<file path="src/rtl/hearts_hud_pkg.sv">
// Shared game definitions for the hearts HUD: geometry defaults, sprite size and HUD FSM encoding.
package hearts_hud_pkg;
    localparam int HUD_X_DEF         = 16;
    localparam int HUD_Y_DEF         = 8;
    localparam int HEART_SPACING_DEF = 20;
    localparam int BLINK_FRAMES_DEF  = 48;

    localparam int HEART_COUNT  = 3;
    localparam int SPRITE_SIZE  = 8;
    localparam int SPRITE_SCALE = 2;
    localparam int HEART_PIX    = SPRITE_SIZE * SPRITE_SCALE;

    typedef enum logic [1:0] {
        ST_IDLE      = 2'd0,
        ST_BLINK     = 2'd1,
        ST_GAME_OVER = 2'd2
    } hud_state_t;
endpackage

</file>
<file path="src/rtl/hearts_hud_sprite_rom.sv">
// 8x8 one-bit heart bitmap; column 0 is the leftmost pixel (bit 7 of each row word).
module heart_sprite_rom (
    input  logic [2:0] row,
    input  logic [2:0] col,
    output logic       bit_on
);
    logic [7:0] line_s;

    // Row lookup followed by column select
    always_comb begin
        line_s = 8'b0000_0000;
        case (row)
            3'd0:    line_s = 8'b0110_0110;
            3'd1:    line_s = 8'b1111_1111;
            3'd2:    line_s = 8'b1111_1111;
            3'd3:    line_s = 8'b1111_1111;
            3'd4:    line_s = 8'b0111_1110;
            3'd5:    line_s = 8'b0011_1100;
            3'd6:    line_s = 8'b0001_1000;
            default: line_s = 8'b0000_0000;
        endcase
        bit_on = line_s[3'd7 - col];
    end
endmodule

</file>
<file path="src/rtl/hearts_hud.sv">
// Life-heart overlay: draws up to three 2x-scaled heart sprites and blinks each heart as it is lost.
module hearts_hud
    import hearts_hud_pkg::*;
#(
    parameter int HUD_X         = HUD_X_DEF,
    parameter int HUD_Y         = HUD_Y_DEF,
    parameter int HEART_SPACING = HEART_SPACING_DEF,
    parameter int BLINK_FRAMES  = BLINK_FRAMES_DEF
) (
    input  logic       clk,
    input  logic       reset,
    input  logic       vsync,
    input  logic [1:0] playerLives,
    input  logic [9:0] pix_x,
    input  logic [9:0] pix_y,
    input  logic       video_active,
    output logic       heart_pixel,
    output logic       game_over
);
    if (HEART_SPACING < HEART_PIX) begin : g_bad_spacing
        $error("hearts_hud: HEART_SPACING must be at least the heart width");
    end

    localparam logic [5:0] BLINK_LAST = 6'(BLINK_FRAMES - 1);
    localparam logic [9:0] TOP_Y      = 10'(HUD_Y);
    localparam logic [9:0] HEART_W    = 10'(HEART_PIX);

    function automatic logic [9:0] heart_left(input int idx);
        return 10'(HUD_X + idx * HEART_SPACING);
    endfunction

    hud_state_t state_r, state_nx_s;
    logic       vsync_r;
    logic       frame_tick_s;
    logic [1:0] shown_r, shown_nx_s, shown_dec_s;
    logic [1:0] blink_idx_r, blink_idx_nx_s;
    logic [5:0] frame_cnt_r, frame_cnt_nx_s;

    assign frame_tick_s = vsync & ~vsync_r;
    assign shown_dec_s  = shown_r - 2'd1;

    // Next-state logic: lives are only sampled on the frame tick
    always_comb begin
        state_nx_s     = state_r;
        shown_nx_s     = shown_r;
        blink_idx_nx_s = blink_idx_r;
        frame_cnt_nx_s = frame_cnt_r;
        if (frame_tick_s) begin
            case (state_r)
                ST_IDLE: begin
                    if (playerLives < shown_r) begin
                        state_nx_s     = ST_BLINK;
                        blink_idx_nx_s = shown_dec_s;
                        frame_cnt_nx_s = 6'd0;
                    end else if (playerLives > shown_r) begin
                        shown_nx_s = playerLives;
                    end else begin
                        state_nx_s = ST_IDLE;
                    end
                end
                ST_BLINK: begin
                    if (frame_cnt_r == BLINK_LAST) begin
                        shown_nx_s     = shown_dec_s;
                        frame_cnt_nx_s = 6'd0;
                        if (shown_dec_s == 2'd0) begin
                            state_nx_s = ST_GAME_OVER;
                        end else if (shown_dec_s > playerLives) begin
                            // another life was lost in the same hit: blink the next heart down
                            state_nx_s     = ST_BLINK;
                            blink_idx_nx_s = shown_dec_s - 2'd1;
                        end else begin
                            state_nx_s = ST_IDLE;
                        end
                    end else begin
                        frame_cnt_nx_s = frame_cnt_r + 6'd1;
                    end
                end
                ST_GAME_OVER: begin
                    if (playerLives != 2'd0) begin
                        shown_nx_s = playerLives;
                        state_nx_s = ST_IDLE;
                    end else begin
                        state_nx_s = ST_GAME_OVER;
                    end
                end
                default: state_nx_s = ST_IDLE;
            endcase
        end else begin
            state_nx_s = state_r;
        end
    end

    logic [HEART_COUNT-1:0] in_x_s;
    logic [9:0]             dx_s [HEART_COUNT];
    logic [9:0]             dy_s;
    logic                   in_y_s;
    logic [2:0]             col_s;
    logic [1:0]             hit_idx_s;
    logic                   rom_bit_s;
    logic                   visible_s;

    for (genvar g = 0; g < HEART_COUNT; g++) begin : g_heart
        assign dx_s[g]   = pix_x - heart_left(g);
        assign in_x_s[g] = (pix_x >= heart_left(g)) && (dx_s[g] < HEART_W);
    end

    assign dy_s   = pix_y - TOP_Y;
    assign in_y_s = (pix_y >= TOP_Y) && (dy_s < HEART_W);

    // Regions never overlap, so OR-merging the per-heart column and index is a plain select
    always_comb begin
        col_s     = 3'd0;
        hit_idx_s = 2'd0;
        for (int i = 0; i < HEART_COUNT; i++) begin
            col_s     = col_s | (in_x_s[i] ? dx_s[i][3:1] : 3'd0);
            hit_idx_s = hit_idx_s | (in_x_s[i] ? 2'(i) : 2'd0);
        end
    end

    heart_sprite_rom u_rom (
        .row    (dy_s[3:1]),
        .col    (col_s),
        .bit_on (rom_bit_s)
    );

    assign visible_s = (hit_idx_s < shown_r) &&
                       !((state_r == ST_BLINK) && (hit_idx_s == blink_idx_r) && frame_cnt_r[3]);

    // State, counters and registered outputs; reset wins over a coincident tick
    always_ff @(posedge clk) begin
        if (reset) begin
            state_r     <= ST_IDLE;
            vsync_r     <= 1'b0;
            shown_r     <= 2'd3;
            blink_idx_r <= 2'd0;
            frame_cnt_r <= 6'd0;
            heart_pixel <= 1'b0;
            game_over   <= 1'b0;
        end else begin
            state_r     <= state_nx_s;
            vsync_r     <= vsync;
            shown_r     <= shown_nx_s;
            blink_idx_r <= blink_idx_nx_s;
            frame_cnt_r <= frame_cnt_nx_s;
            heart_pixel <= video_active & (|in_x_s) & in_y_s & rom_bit_s & visible_s;
            game_over   <= (state_nx_s == ST_GAME_OVER);
        end
    end
endmodule

</file>
<file path="config.mk">
export PLATFORM = sky130hd
export DESIGN_NAME = hearts_hud
export DESIGN_NICKNAME = d
export VERILOG_FILES = /design/src/rtl/hearts_hud_pkg.sv /design/src/rtl/hearts_hud_sprite_rom.sv /design/src/rtl/hearts_hud.sv
export SDC_FILE = /design/constraint.sdc
export NUM_CORES = 1
export LEC_CHECK = 0
export ABC_CLOCK_PERIOD_IN_PS = 2080
export CORE_MARGIN = 2
export CORE_UTILIZATION = 30
export CTS_CLUSTER_SIZE = 24
export DETAILED_ROUTE_END_ITERATION = 8
export GPL_TIMING_DRIVEN = 1
export PLACE_DENSITY = 0.58
export SETUP_SLACK_MARGIN = 0.15
export SLEW_MARGIN = 5
export SYNTH_ARGS = -nofsm -noshare
export SYNTH_HDL_FRONTEND = slang
export SYNTH_SLANG_ARGS = --single-unit
export TNS_END_PERCENT = 100
</file>
<file path="constraint.sdc">
create_clock -name clk -period 2.08 [get_ports clk]
set_clock_uncertainty 0.05 [all_clocks]
set_input_delay 0.208 -clock clk [delete_from_list [all_inputs] [get_ports clk]]
set_output_delay 0.208 -clock clk [all_outputs]
set_load 0.05 [all_outputs]
</file>
Word-level counts from Yosys, hierarchy flattened
Cells that the tools add are included.
{"block": "totals", "regBits": 15, "latchBits": 0, "ramBits": 0, "rom_bits": 0, "in_bits": 26, "output_inout_bits": 2, "elab_cells": 103, "mem_count": 0}
{"block": "classes", "n_addsub": 8, "n_mul": 0, "div": 0, "magnitude_cmp": 13, "eq_ne": 18, "n_shift": 0, "n_mux": 29, "bitwise": 9, "n_reduce_logical": 19}
{"op": "$lt A10 B5 Y1 const B", "count": 4}
{"op": "$pmux W8 S5", "count": 1}
{"op": "$mux W2", "count": 15}
{"op": "$ge A10 B6 Y1 const B", "count": 2}
{"op": "$sub A10 B6 Y10 const B", "count": 2}
{"op": "$ne A2 B2 Y1 const B", "count": 7}
{"op": "$mux W6", "count": 2}
{"op": "$pmux W2 S3", "count": 2}
{"op": "$pmux W6 S2", "count": 1}
{"op": "$reduce_and A6 Y1", "count": 2}
{"op": "$ge A10 B4 Y1 const B", "count": 1}
{"op": "$ge A10 B5 Y1 const B", "count": 1}
{"op": "$sub A10 B4 Y10 const B", "count": 1}
{"op": "$sub A10 B5 Y10 const B", "count": 1}
{"op": "$eq A3 B3 Y1 const B", "count": 3}
{"op": "$mux W3", "count": 3}
{"op": "$logic_and A1 B1 Y1", "count": 7}
{"op": "$add A6 B1 Y6 const B", "count": 1}
{"op": "$eq A3 B2 Y1 const B", "count": 2}
{"op": "$eq A6 B6 Y1 const B", "count": 1}
{"op": "$or A3 B3 Y3", "count": 2}
{"op": "$reduce_or A3 Y1", "count": 2}
{"op": "$and A1 B1 Y1", "count": 5}
{"op": "$eq A2 B2 Y1 const B", "count": 2}
{"op": "other kinds (19)", "count": 26}

Logic depth before layout (Yosys ltp)
Gate-level depths: netlist (run 1).
{"block": "logic_depth", "ltp_word": 11, "depth_mapped": 9, "ltp_nobuf": 9}

Modules after synthesis
Synthesis (run 1) repeated with hierarchy kept, for this count alone.
{"block": "unflattened", "cells_unflattened": 168, "area_unflattened_um2": 1385.1}
{"mod": "hearts_hud", "n_inst": 1, "cells_each": 157, "area_each_um2": 1311.3, "seq_area_each_um2": 300.3}
{"mod": "heart_sprite_rom", "n_inst": 1, "cells_each": 11, "area_each_um2": 73.8, "seq_area_each_um2": 0.0}

Least setup slack after synthesis (run 1)
OpenSTA, ideal clock, no wires.
{"block": "synth_path", "kind": "in2reg", "start": "in pix_x[3]", "end": "reg heart_pixel", "setup_time_ps": 103, "arrival_ps": 2082, "t_required_ps": 1927, "path_slack_ps": -155, "stages": 8, "n_path_buf": 0, "cell_sequence": "inv_1 -> ha_1 -> or4_1 -> a211oi_1 -> nor2b_1 -> o211a_1 -> a2111o_1 -> a2111oi_2"}
{"block": "synth_between", "elab_chain_cells": 11, "elab_cells_between_ends": 34, "classes_between": "add/sub (4); order compare (7); eq/ne (1); mux (7); bitwise (7); reduce/logical (8)"}
{"item": "start, declared", "line": "hearts_hud.sv:14", "text": "input logic [9:0] pix_x,"}
{"item": "$sub A10 B5 Y10 or $sub A10 B6 Y10 (tied branches)", "line": "hearts_hud.sv:103", "text": "assign dx_s[g] = pix_x - heart_left(g);"}
{"item": "$lt A10 B5 Y1", "line": "hearts_hud.sv:104", "text": "assign in_x_s[g] = (pix_x >= heart_left(g)) && (dx_s[g] < HEART_W);"}
{"item": "$logic_and A1 B1 Y1", "line": "hearts_hud.sv:104"}
{"item": "$mux W3 (tied with other cells)", "line": "hearts_hud.sv:115", "text": "col_s = col_s | (in_x_s[i] ? dx_s[i][3:1] : 3'd0);"}
{"item": "$or A3 B3 Y3 or $or A1 B2 Y2 (tied branches)", "line": "hearts_hud.sv:115, hearts_hud.sv:116"}
{"item": "$or A3 B3 Y3 or $eq A2 B2 Y1 (tied branches)", "line": "hearts_hud.sv:115, hearts_hud.sv:127"}
{"item": "$sub A3 B3 Y3 or $logic_and A1 B1 Y1 (tied branches)", "line": "hearts_hud_sprite_rom.sv:22, hearts_hud.sv:127"}
{"item": "$bmux W1 S3 or $logic_and A1 B1 Y1 (tied branches)", "line": "hearts_hud_sprite_rom.sv:22, hearts_hud.sv:127"}
{"item": "$mux W1 (not written as such) or $logic_not A1 Y1 (tied branches)", "line": "hearts_hud_sprite_rom.sv:22, hearts_hud.sv:127"}
{"item": "$and A1 B1 Y1 or $logic_and A1 B1 Y1 (tied branches)", "line": "hearts_hud.sv:145, hearts_hud.sv:126"}
{"item": "$and A1 B1 Y1 *", "line": "hearts_hud.sv:145", "text": "heart_pixel <= video_active & (|in_x_s) & in_y_s & rom_bit_s & visible_s;"}
{"item": "end signal, assigned", "line": "hearts_hud.sv:145"}
{"item": "end, declared", "line": "hearts_hud.sv:17", "text": "output logic heart_pixel,"}
Every way passes the cells marked *; elsewhere a longest branch is shown, timed or not. The select of a mux whose other input is x is not followed.
A chain may end at the register's enable or synchronous reset.

Final worst setup path (run 1)
Same ends and word-level chain as after synthesis.

==> results of run 1 <==
-- cell usage after synthesis, types with 2 or more instances --
master / n
nor2_1: 18
dfxtp_1: 15
nand2_1: 15
ha_1: 13
inv_1: 11
o21ai_0: 11
a21oi_1: 10
nor2b_1: 8
nor3_1: 6
xnor2_1: 5
nand3_1: 4
nor4_1: 4
clkbuf_1: 3
mux2i_1: 3
nor3b_1: 3
a211o_1: 2
a211oi_1: 2
a21boi_0: 2
a31oi_1: 2
and3_1: 2
nand2b_1: 2
nand3b_1: 2
o2111ai_1: 2
o21a_1: 2
o221ai_1: 2
-- state kept, by name (all words and copies together), names as in the netlist --
register	flops
frame_cnt_r	6
blink_idx_r	2
shown_r	2
state_r	2
game_over	1
heart_pixel	1
vsync_r	1
-- worst max-delay path, delay by kind of cell --
kind	cells	cell delay [ns]
compound gates	4	0.90
simple gates	2	0.58
fa+ha+maj	1	0.19
buf+inv	2	0.17
-- metrics by stage --
step                std cells  setup WS, ns
floorplan                 176       -0.0119
global placement          288        -0.759
detailed placement        288        -0.796
CTS                       301        0.0784
global route              304        0.0456
finish                    304         0.128
-- power by group through the flow --
stage / Sequential, mW / Clock (mW) / Combinational, mW
detailed placement: 0.322 / 0 / 0.328
global route: 0.319 / 0.263 / 0.477
floorplan: 0.322 / 0 / 0.168
global placement: 0.322 / 0 / 0.325
finish: 0.318 / 0.243 / 0.438
CTS: 0.317 / 0.250 / 0.382
-- repair_timing --
item                                    in CTS  in global routing
gates resized for setup                     58                 30
buffers inserted                             9                  3
pin swaps                                   19                 12
endpoints found under the setup margin       8                  8
-- worst min path at each step --
stage | slack [ns] | cells past startpoint | startpoint | endpoint
3_3_place_gp | 0.41 | 1 | shown_r[1] | shown_r[1]
5_1_grt | 0.46 | 2 | frame_cnt_r[4] | frame_cnt_r[4]
6_report | 0.45 | 1 | shown_r[1] | shown_r[1]
4_1_cts | 0.44 | 1 | shown_r[1] | shown_r[1]
2_1_floorplan | 0.23 | 1 | reset | vsync_r
3_5_place_dp | 0.40 | 1 | shown_r[1] | shown_r[1]
-- logic make-up (layout without fill, tap and decap cells) --
group / Yosys count / after routing / synth area share
adders and majority gates: 13 / 13 / 0.120
xor gates and xnor gates: 6 / 6 / 0.0388
buffers and inverters: 15 / 91 / 0.0471
and+or+nand+nor: 75 / 75 / 0.295
AOI/OAI and AO/OA: 49 / 49 / 0.255
muxes: 3 / 3 / 0.0222
DFF: 15 / 15 / 0.222
-- routing by layer --
metal / share of wire / GRT usage
met2: 0.48 / 0.283
met5: 0 / 0
met4: 0.0035 / 0.0231
met3: 0.038 / 0.0385
met1: 0.48 / 0.202
-- cell type report --
cell class                 instances  area (sq um)  share of cell area
multi-input combinational        146          1280               0.536
timing repair buffer              76           634               0.265
clock buffer                       4          45.0              0.0188
tap                               52          65.1              0.0272
sequential                        15           304               0.127
inverter                          11          63.8              0.0266
==> impl_metrics.csv, run 1 <==
group,metric,value,unit
worst_setup_path,max_stage_delay,0.42,ns
worst_setup_path,worstReg2RegStart,"shown_r[1]",
timing,setup_viol_count_final,0,
final_layout,final_area,2400,sq um
worst_setup_path,crit_required,2.19,ns
grt,grt_pass1_wl,6760,microns
worst_setup_path,cp_cell_sequence,"buf_12, inv_12, ha_4, or4_4, a211oi_4, nand3b_1, a21boi_2, o2111ai_2, a2111oi_4",
routing,via_per_inst,5.16,
job,cap_violations,0,
clocking,root_buffer,"clkbuf_8",
routing,ant_nets,0,
yosys,synth_edf_count,0,
yosys,synthCells,176,
power_and_ir_drop,power,0.999,mW
worst_setup_path,worstPathMaxFanout,4,
clocking,tritoncts,"yes",
final_layout,fill_cells,421,
place,gp_congestion,0.826,
floorplanning,initial_core_util,0.311,
routing,drtIter0Drc,55,
floorplanning,io_pins,28,
timing,rsz0062_at_grt,"yes",
floorplanning,row_count,24,
place,portBuffers,25,
clocking,postCtsHoldBufs,0,
worst_setup_path,crit_type,"primary input to flop",
clocking,cts.clk_slew.worst_paths,0.06,ns
final_layout,final_net_count,292,
yosys,yosysSeqAreaShare,0.222,
power_and_ir_drop,power.switching,0.317,mW
worst_setup_path,endpoint,"heart_pixel",
timing,period_share,0.938,
timing,whs,0.447,ns
timing,tightest_slew,0.512,ns
clocking,cts-buffers-inserted,3,
routing,route.detailed.drc,0,
power_and_ir_drop,p_leak,0.975,nW
yosys,async_flop_share,0,
power_and_ir_drop,p_seq_frac,0.318,
yosys,yosys.area.top_type_share,0.222,
yosys,syn_area,1350,sq um
outcome,status,"finished, final reports clean",
routing,wirelength,4010,microns
final_layout,synthToLayoutAreaGrowth,77.0,%
final_layout,layout_commonest_cell,"buf_4",
power_and_ir_drop,pwr-share-clk,0.244,
grt,track_usage,0.160,
grt,overflow,0,
yosys,yosys.area.top_type,"dfxtp_1",
routing,vias,1570,
routing,dr.pass1.iters,4,
timing,setup_tns,0,ns
timing,slew_viol_final,0,
floorplanning,coreArea,4350,sq um
worst_setup_path,worstSetupStartpointType,"primary input",
worst_hold_path,hold_path.class,"flop to flop",
worst_setup_path,ff2ff_path_depth,9,
final_layout,final_cell_mix,"47 x buf_4, 16 x nor2_1, 14 x nand2_1, 13 x clkdlybuf4s50_1, 12 x dfxtp_1",
final_layout,utilization,0.550,
worst_setup_path,r2r_end,"game_over",
yosys,yosys-top-cells-area,"dfxtp_1 22%, ha_1 12%, nor2_1 5.0%, nand2_1 4.2%, o21ai_0 4.1%",
power_and_ir_drop,pwr-share-comb,0.438,
floorplanning,die_x,71.2,microns
grt,first_global_vias,1558,
worst_setup_path,startpoint,"pix_x[3]",
yosys,synth_fp_nets,215,
yosys,synth_area_per_cell,7.69,sq um
worst_setup_path,setup.worst_path.end_class,"flop",
clocking,cts_sinks,15,
final_layout,drive_gt1_frac,0.437,
timing,fin_crit,1.95,ns
worst_setup_path,rrSetupSlack,0.17,ns
worst_setup_path,crit_path_top_delay_cell,"or4_4",
yosys,synth_ff_type,"dfxtp_1",
grt,grt_max_degree,12,
floorplanning,die_h,71.2,microns
grt,antenna_found_initial,0,
routing,routedWlPerCell,13.2,microns
clocking,cts_max_level,1,
power_and_ir_drop,power_density,417,nW/um^2
yosys,synth_cell_types,52,
power_and_ir_drop,switching_share,0.317,
final_layout,diodes,0,
worst_setup_path,cp.arrival,2.06,ns
timing,slew_headroom,0.658,
place,place_hpwl,2850,microns
power_and_ir_drop,p_int,0.682,mW
timing,hold_violations,0,
clocking,cts_max_path_buffers,2,
place,post_dp_cell_area,2030,sq um
timing,fmax,512,MHz
floorplanning,dieArea,5070,sq um
yosys,synth_seq_cells,15,
power_and_ir_drop,ir_drop,404,uV
yosys,synth_warnings,0,
clocking,insertion_delay,0.25,ns
Power figures use the tool's default switching activity.
==> inputs of run 2 (changes only) <==
- ABC_CLOCK_PERIOD_IN_PS: 2080 -> default
- DONT_BUFFER_PORTS: default -> 1
- PLACE_DENSITY: 0.58 -> 0.43
==> run 2 against run 1 <==
The flow now finishes with violations (negative hold slack). Clock power about the same. First-iteration DRC count grew 18%. Maximum frequency rose by 1.8%. Register-to-register slack about the same. Via count down 10%. Largest cell class unchanged.
==> impl_metrics.csv, run 2 (synthesis results as in run 1) <==
group,metric,value,unit
worst_setup_path,setup.worst_path.end_class,"flop",
worst_setup_path,ff2ff_path_depth,9,
worst_setup_path,cp_cell_sequence,"inv_4, ha_4, ha_4, nor2b_4, o221ai_4, a31oi_1, o21ai_1, o21a_1, and2_4",
grt,antenna_found_initial,0,
place,portBuffers,0,
worst_setup_path,cp_top_family,"compound AO/OA/AOI/OAI gates",
timing,whs,-0.0303,ns
grt,grt_max_degree,15,
worst_setup_path,endpoint,"game_over",
routing,routedWlPerCell,14.3,microns
floorplanning,die_x,71.2,microns
timing,fin_crit,1.92,ns
worst_setup_path,worstSetupStartpointType,"flop",
timing,rsz0062_at_grt,"yes",
outcome,failed_checks,"negative hold slack",
timing,setup_viol_count_final,0,
worst_setup_path,critical_path_buf_inv_count,1,
outcome,status,"complete, but fails checks",
timing,fmax,521,MHz
timing,hold_violations,10,
worst_setup_path,cp.arrival,2.02,ns
final_layout,layout_commonest_cell,"buf_4",
final_layout,diodes,0,
final_layout,final_area,1900,sq um
timing,period_share,0.922,
clocking,cts-buffers-inserted,3,
worst_setup_path,max_stage_delay,0.35,ns
routing,vias,1413,
grt,track_usage,0.148,
worst_setup_path,crit_type,"flop to flop",
worst_setup_path,rrSetupSlack,0.16,ns
worst_setup_path,critPathMostFrequentCell,"ha_4",
grt,overflow,0,
worst_setup_path,startpoint,"shown_r[1]",
floorplanning,die_h,71.2,microns
routing,via_per_inst,5.46,
grt,first_global_vias,1394,
place,gp_congestion,0.880,
worst_setup_path,worstReg2RegStart,"shown_r[1]",
worst_setup_path,worstPathMaxFanout,3,
clocking,postCtsHoldBufs,1,
place,place_hpwl,2830,microns
power_and_ir_drop,power,0.879,mW
place,post_dp_cell_area,1650,sq um
floorplanning,dieArea,5070,sq um
timing,slew_viol_final,0,
floorplanning,initial_core_util,0.311,
clocking,cts.clk_slew.worst_paths,0.06,ns
clocking,cts_max_level,1,
timing,slew_headroom,0.676,
final_layout,largest_reg_flops,6,
final_layout,synthToLayoutAreaGrowth,40.2,%
routing,ant_nets,0,
routing,wirelength,3710,microns
routing,dr.pass1.iters,4,
worst_setup_path,crit_path_top_delay_cell,"dfxtp_2",
final_layout,drive_gt1_frac,0.348,
power_and_ir_drop,power_density,463,nW/um^2
power_and_ir_drop,p_leak,0.747,nW
floorplanning,row_count,24,
clocking,tritoncts,"yes",
clocking,cts_max_path_buffers,2,
floorplanning,coreArea,4350,sq um
final_layout,regMostFlops,"frame_cnt_r",
clocking,insertion_delay,0.25,ns
grt,grt_pass1_wl,6130,microns
worst_setup_path,r2r_end,"game_over",
final_layout,final_net_count,247,
final_layout,final_cell_mix,"29 x buf_4, 16 x nor2_1, 14 x nand2_1, 13 x dfxtp_1, 10 x a21oi_1",
timing,tightest_slew,0.486,ns
final_layout,utilization,0.436,
worst_setup_path,crit_required,2.18,ns
worst_setup_path,path_depth,9,
routing,route.detailed.drc,0,
power_and_ir_drop,ir_drop,300,uV
routing,drtIter0Drc,65,
floorplanning,io_pins,28,
timing,setup_tns,0,ns
worst_hold_path,hold_path.class,"primary input to flop",
job,cap_violations,0,
clocking,root_buffer,"clkbuf_8",
clocking,cts_sinks,15,
## run 2: where the power goes
| group | internal (mW) | switching [mW] | total [mW] |
|---|---|---|---|
| logic | 0.173 | 0.144 | 0.317 |
| clock network | 0.136 | 0.104 | 0.240 |
| registers | 0.303 | 0.0189 | 0.322 |
## run 2: through the flow
step                cells  worst slack (ns)
CTS                   255             0.151
finish                259             0.162
global route          259            0.0633
detailed placement    245            -0.172
global placement      245            -0.108
floorplan             176           -0.0119
## run 2: final cells by class
type | instances | area, sq um
clock buffers | 4 | 45.0
fillers | 438 | 2460
inverters | 11 | 63.8
multi-input cells | 146 | 1180
flip-flops and latches | 15 | 303
well taps | 52 | 65.1
repair buffers | 31 | 239
## run 2: worst min path at each step
stage	to	slack, ns	start	cells past startpoint
2_1_floorplan	vsync_r	0.23	reset	1
3_3_place_gp	frame_cnt_r[2]	0.23	reset	1
3_5_place_dp	frame_cnt_r[4]	0.23	reset	1
4_1_cts	frame_cnt_r[4]	-0.03	reset	1
5_1_grt	frame_cnt_r[5]	-0.04	reset	1
6_report	frame_cnt_r[4]	-0.03	reset	1
## run 2: what timing repair did
action,4_1_cts,5_1_grt
resized for setup,12,20
setup endpoints to repair,9,8
endpoints found under the hold margin,12,11
pin swaps,4,7
setup buffers,5,4
## run 2: layer usage
| layer | global-route usage | up-vias | share of wire |
|---|---|---|---|
| met5 | 0 | - | 0 |
| met4 | 0.0461 | 0 | 0.018 |
| met3 | 0.0456 | 8 | 0.053 |
| met2 | 0.220 | 38 | 0.44 |
| met1 | 0.206 | 659 | 0.49 |
| li1 | - | 708 | - |
==> inputs of run 3 (changes only) <==
- CORE_MARGIN: 2 -> default
- SKIP_CTS_REPAIR_TIMING: default -> 1
==> run 3 against run 2 <==
The run still ends with negative hold slack left. Hold slack improved by 0.0027 ns. Power fell by 4.6%. Sequential cell count did not move. Critical path type is now primary input to flop.
==> impl_metrics.csv, run 3 (synthesis results as in run 1) <==
group,metric,value,unit
power_and_ir_drop,power_density,461,nW/um^2
timing,fin_crit,1.94,ns
place,place_hpwl,2810,microns
final_layout,fin_cells,250,
clocking,cts-buffers-inserted,3,
worst_setup_path,worstSetupStartpointType,"primary input",
worst_setup_path,r2r_end,"blink_idx_r[1]",
floorplanning,initial_core_util,0.311,
job,cap_violations,0,
final_layout,drive_gt1_frac,0.293,
outcome,failed_checks,"negative hold slack",
outcome,status,"complete, but fails checks",
worst_setup_path,crit_required,2.17,ns
clocking,cts_sinks,15,
routing,wirelength,3610,microns
routing,route.detailed.drc,0,
timing,period_share,0.931,
clocking,insertion_delay,0.25,ns
floorplanning,row_count,24,
worst_setup_path,worstReg2RegStart,"shown_r[1]",
final_layout,largest_reg_flops,6,
place,dp.cells,244,
timing,setup_viol_count_final,0,
clocking,cts_max_level,1,
routing,dr.pass1.iters,4,
routing,vias,1334,
worst_hold_path,hold_end,"frame_cnt_r[3]",
timing,rsz0062_at_grt,"yes",
timing,whs,-0.0275,ns
routing,routedWlPerCell,14.4,microns
timing,fmax,516,MHz
routing,drtIter0Drc,67,
final_layout,multiInputGateArea,1170,sq um
floorplanning,die_x,69.2,microns
final_layout,final_area,1820,sq um
grt,track_usage,0.149,
timing,setup_tns,0,ns
worst_setup_path,cp.arrival,2.03,ns
timing,setup_ws,0.143,ns
power_and_ir_drop,p_leak,0.693,nW
power_and_ir_drop,power,0.838,mW
floorplanning,io_pins,28,
worst_hold_path,hold_start,"reset",
clocking,cts_max_path_buffers,2,
clocking,tritoncts,"yes",
place,post_dp_cell_area,1640,sq um
final_layout,utilization,0.417,
final_layout,final_net_count,238,
place,gp_congestion,0.873,
clocking,cts.clk_slew.worst_paths,0.06,ns
routing,ant_nets,0,
final_layout,fill_cells,454,
final_layout,synthToLayoutAreaGrowth,34.1,%
power_and_ir_drop,ir_drop,283,uV
worst_hold_path,hold_path.class,"primary input to flop",
worst_setup_path,crit_type,"primary input to flop",
grt,antenna_found_initial,0,
final_layout,seqCellArea,303,sq um
grt,first_global_vias,1304,
final_layout,diodes,0,
final_layout,final_cell_mix,"21 x buf_4, 18 x nor2_1, 15 x nand2_1, 13 x dfxtp_1, 9 x a21oi_1",
floorplanning,die_h,69.2,microns
worst_setup_path,rrSetupSlack,0.20,ns
floorplanning,dieArea,4790,sq um
final_layout,layout_commonest_cell,"buf_4",
place,place_ws,-0.170,ns
timing,slew_viol_final,0,
worst_hold_path,whs_path_depth,1,
grt,grt_pass1_wl,5870,microns
place,portBuffers,0,
timing,hold_violations,10,
worst_setup_path,ff2ff_path_depth,9,
timing,tightest_slew,0.485,ns
final_layout,regMostFlops,"frame_cnt_r",
worst_setup_path,worstPathMaxFanout,6,
floorplanning,coreArea,4350,sq um
grt,grt_max_degree,15,
clocking,root_buffer,"clkbuf_8",
routing,via_per_inst,5.34,
worst_setup_path,setup.worst_path.end_class,"flop",
timing,slew_headroom,0.676,
grt,overflow,0,
-- run 3: final cells by class --
type / count / share of cell area
inverter: 11 / 0.0351
sequential: 15 / 0.167
clock buffer: 4 / 0.0248
tap: 52 / 0.0358
multi-input combinational: 146 / 0.645
timing repair buffer: 22 / 0.0924
-- run 3: power by group --
part	internal (mW)	total, mW	switching [mW]
clock network	0.136	0.237	0.101
logic	0.143	0.279	0.136
registers	0.303	0.322	0.0189
-- run 3: worst max-delay path by stage --
stage	from	end	slack, ns	depth (start not counted)
2_1_floorplan	pix_x[3]	heart_pixel	-0.01	9
3_3_place_gp	pix_x[4]	heart_pixel	-0.11	8
3_5_place_dp	pix_x[3]	heart_pixel	-0.17	10
4_1_cts	shown_r[1]	blink_idx_r[1]	-0.01	9
5_1_grt	shown_r[1]	blink_idx_r[1]	0.08	9
6_report	pix_x[3]	heart_pixel	0.14	10
-- run 3: critical path, stage by stage --
cell and delay [ns]:
inv_12 0.02, ha_4 0.25, nor4_1 0.04, buf_4 0.14, a22oi_2 0.18, nor2b_4 0.20, buf_4 0.13, o221ai_1 0.13
a2111o_1 0.42, a2111oi_2 0.30
-- run 3: metal layers --
layer,track usage,up-vias,wire (microns)
met4,0.0363,0,51
met3,0.0407,6,183
met1,0.210,608,1800
li1,-,687,-
met5,0,-,0
met2,0.224,33,1570
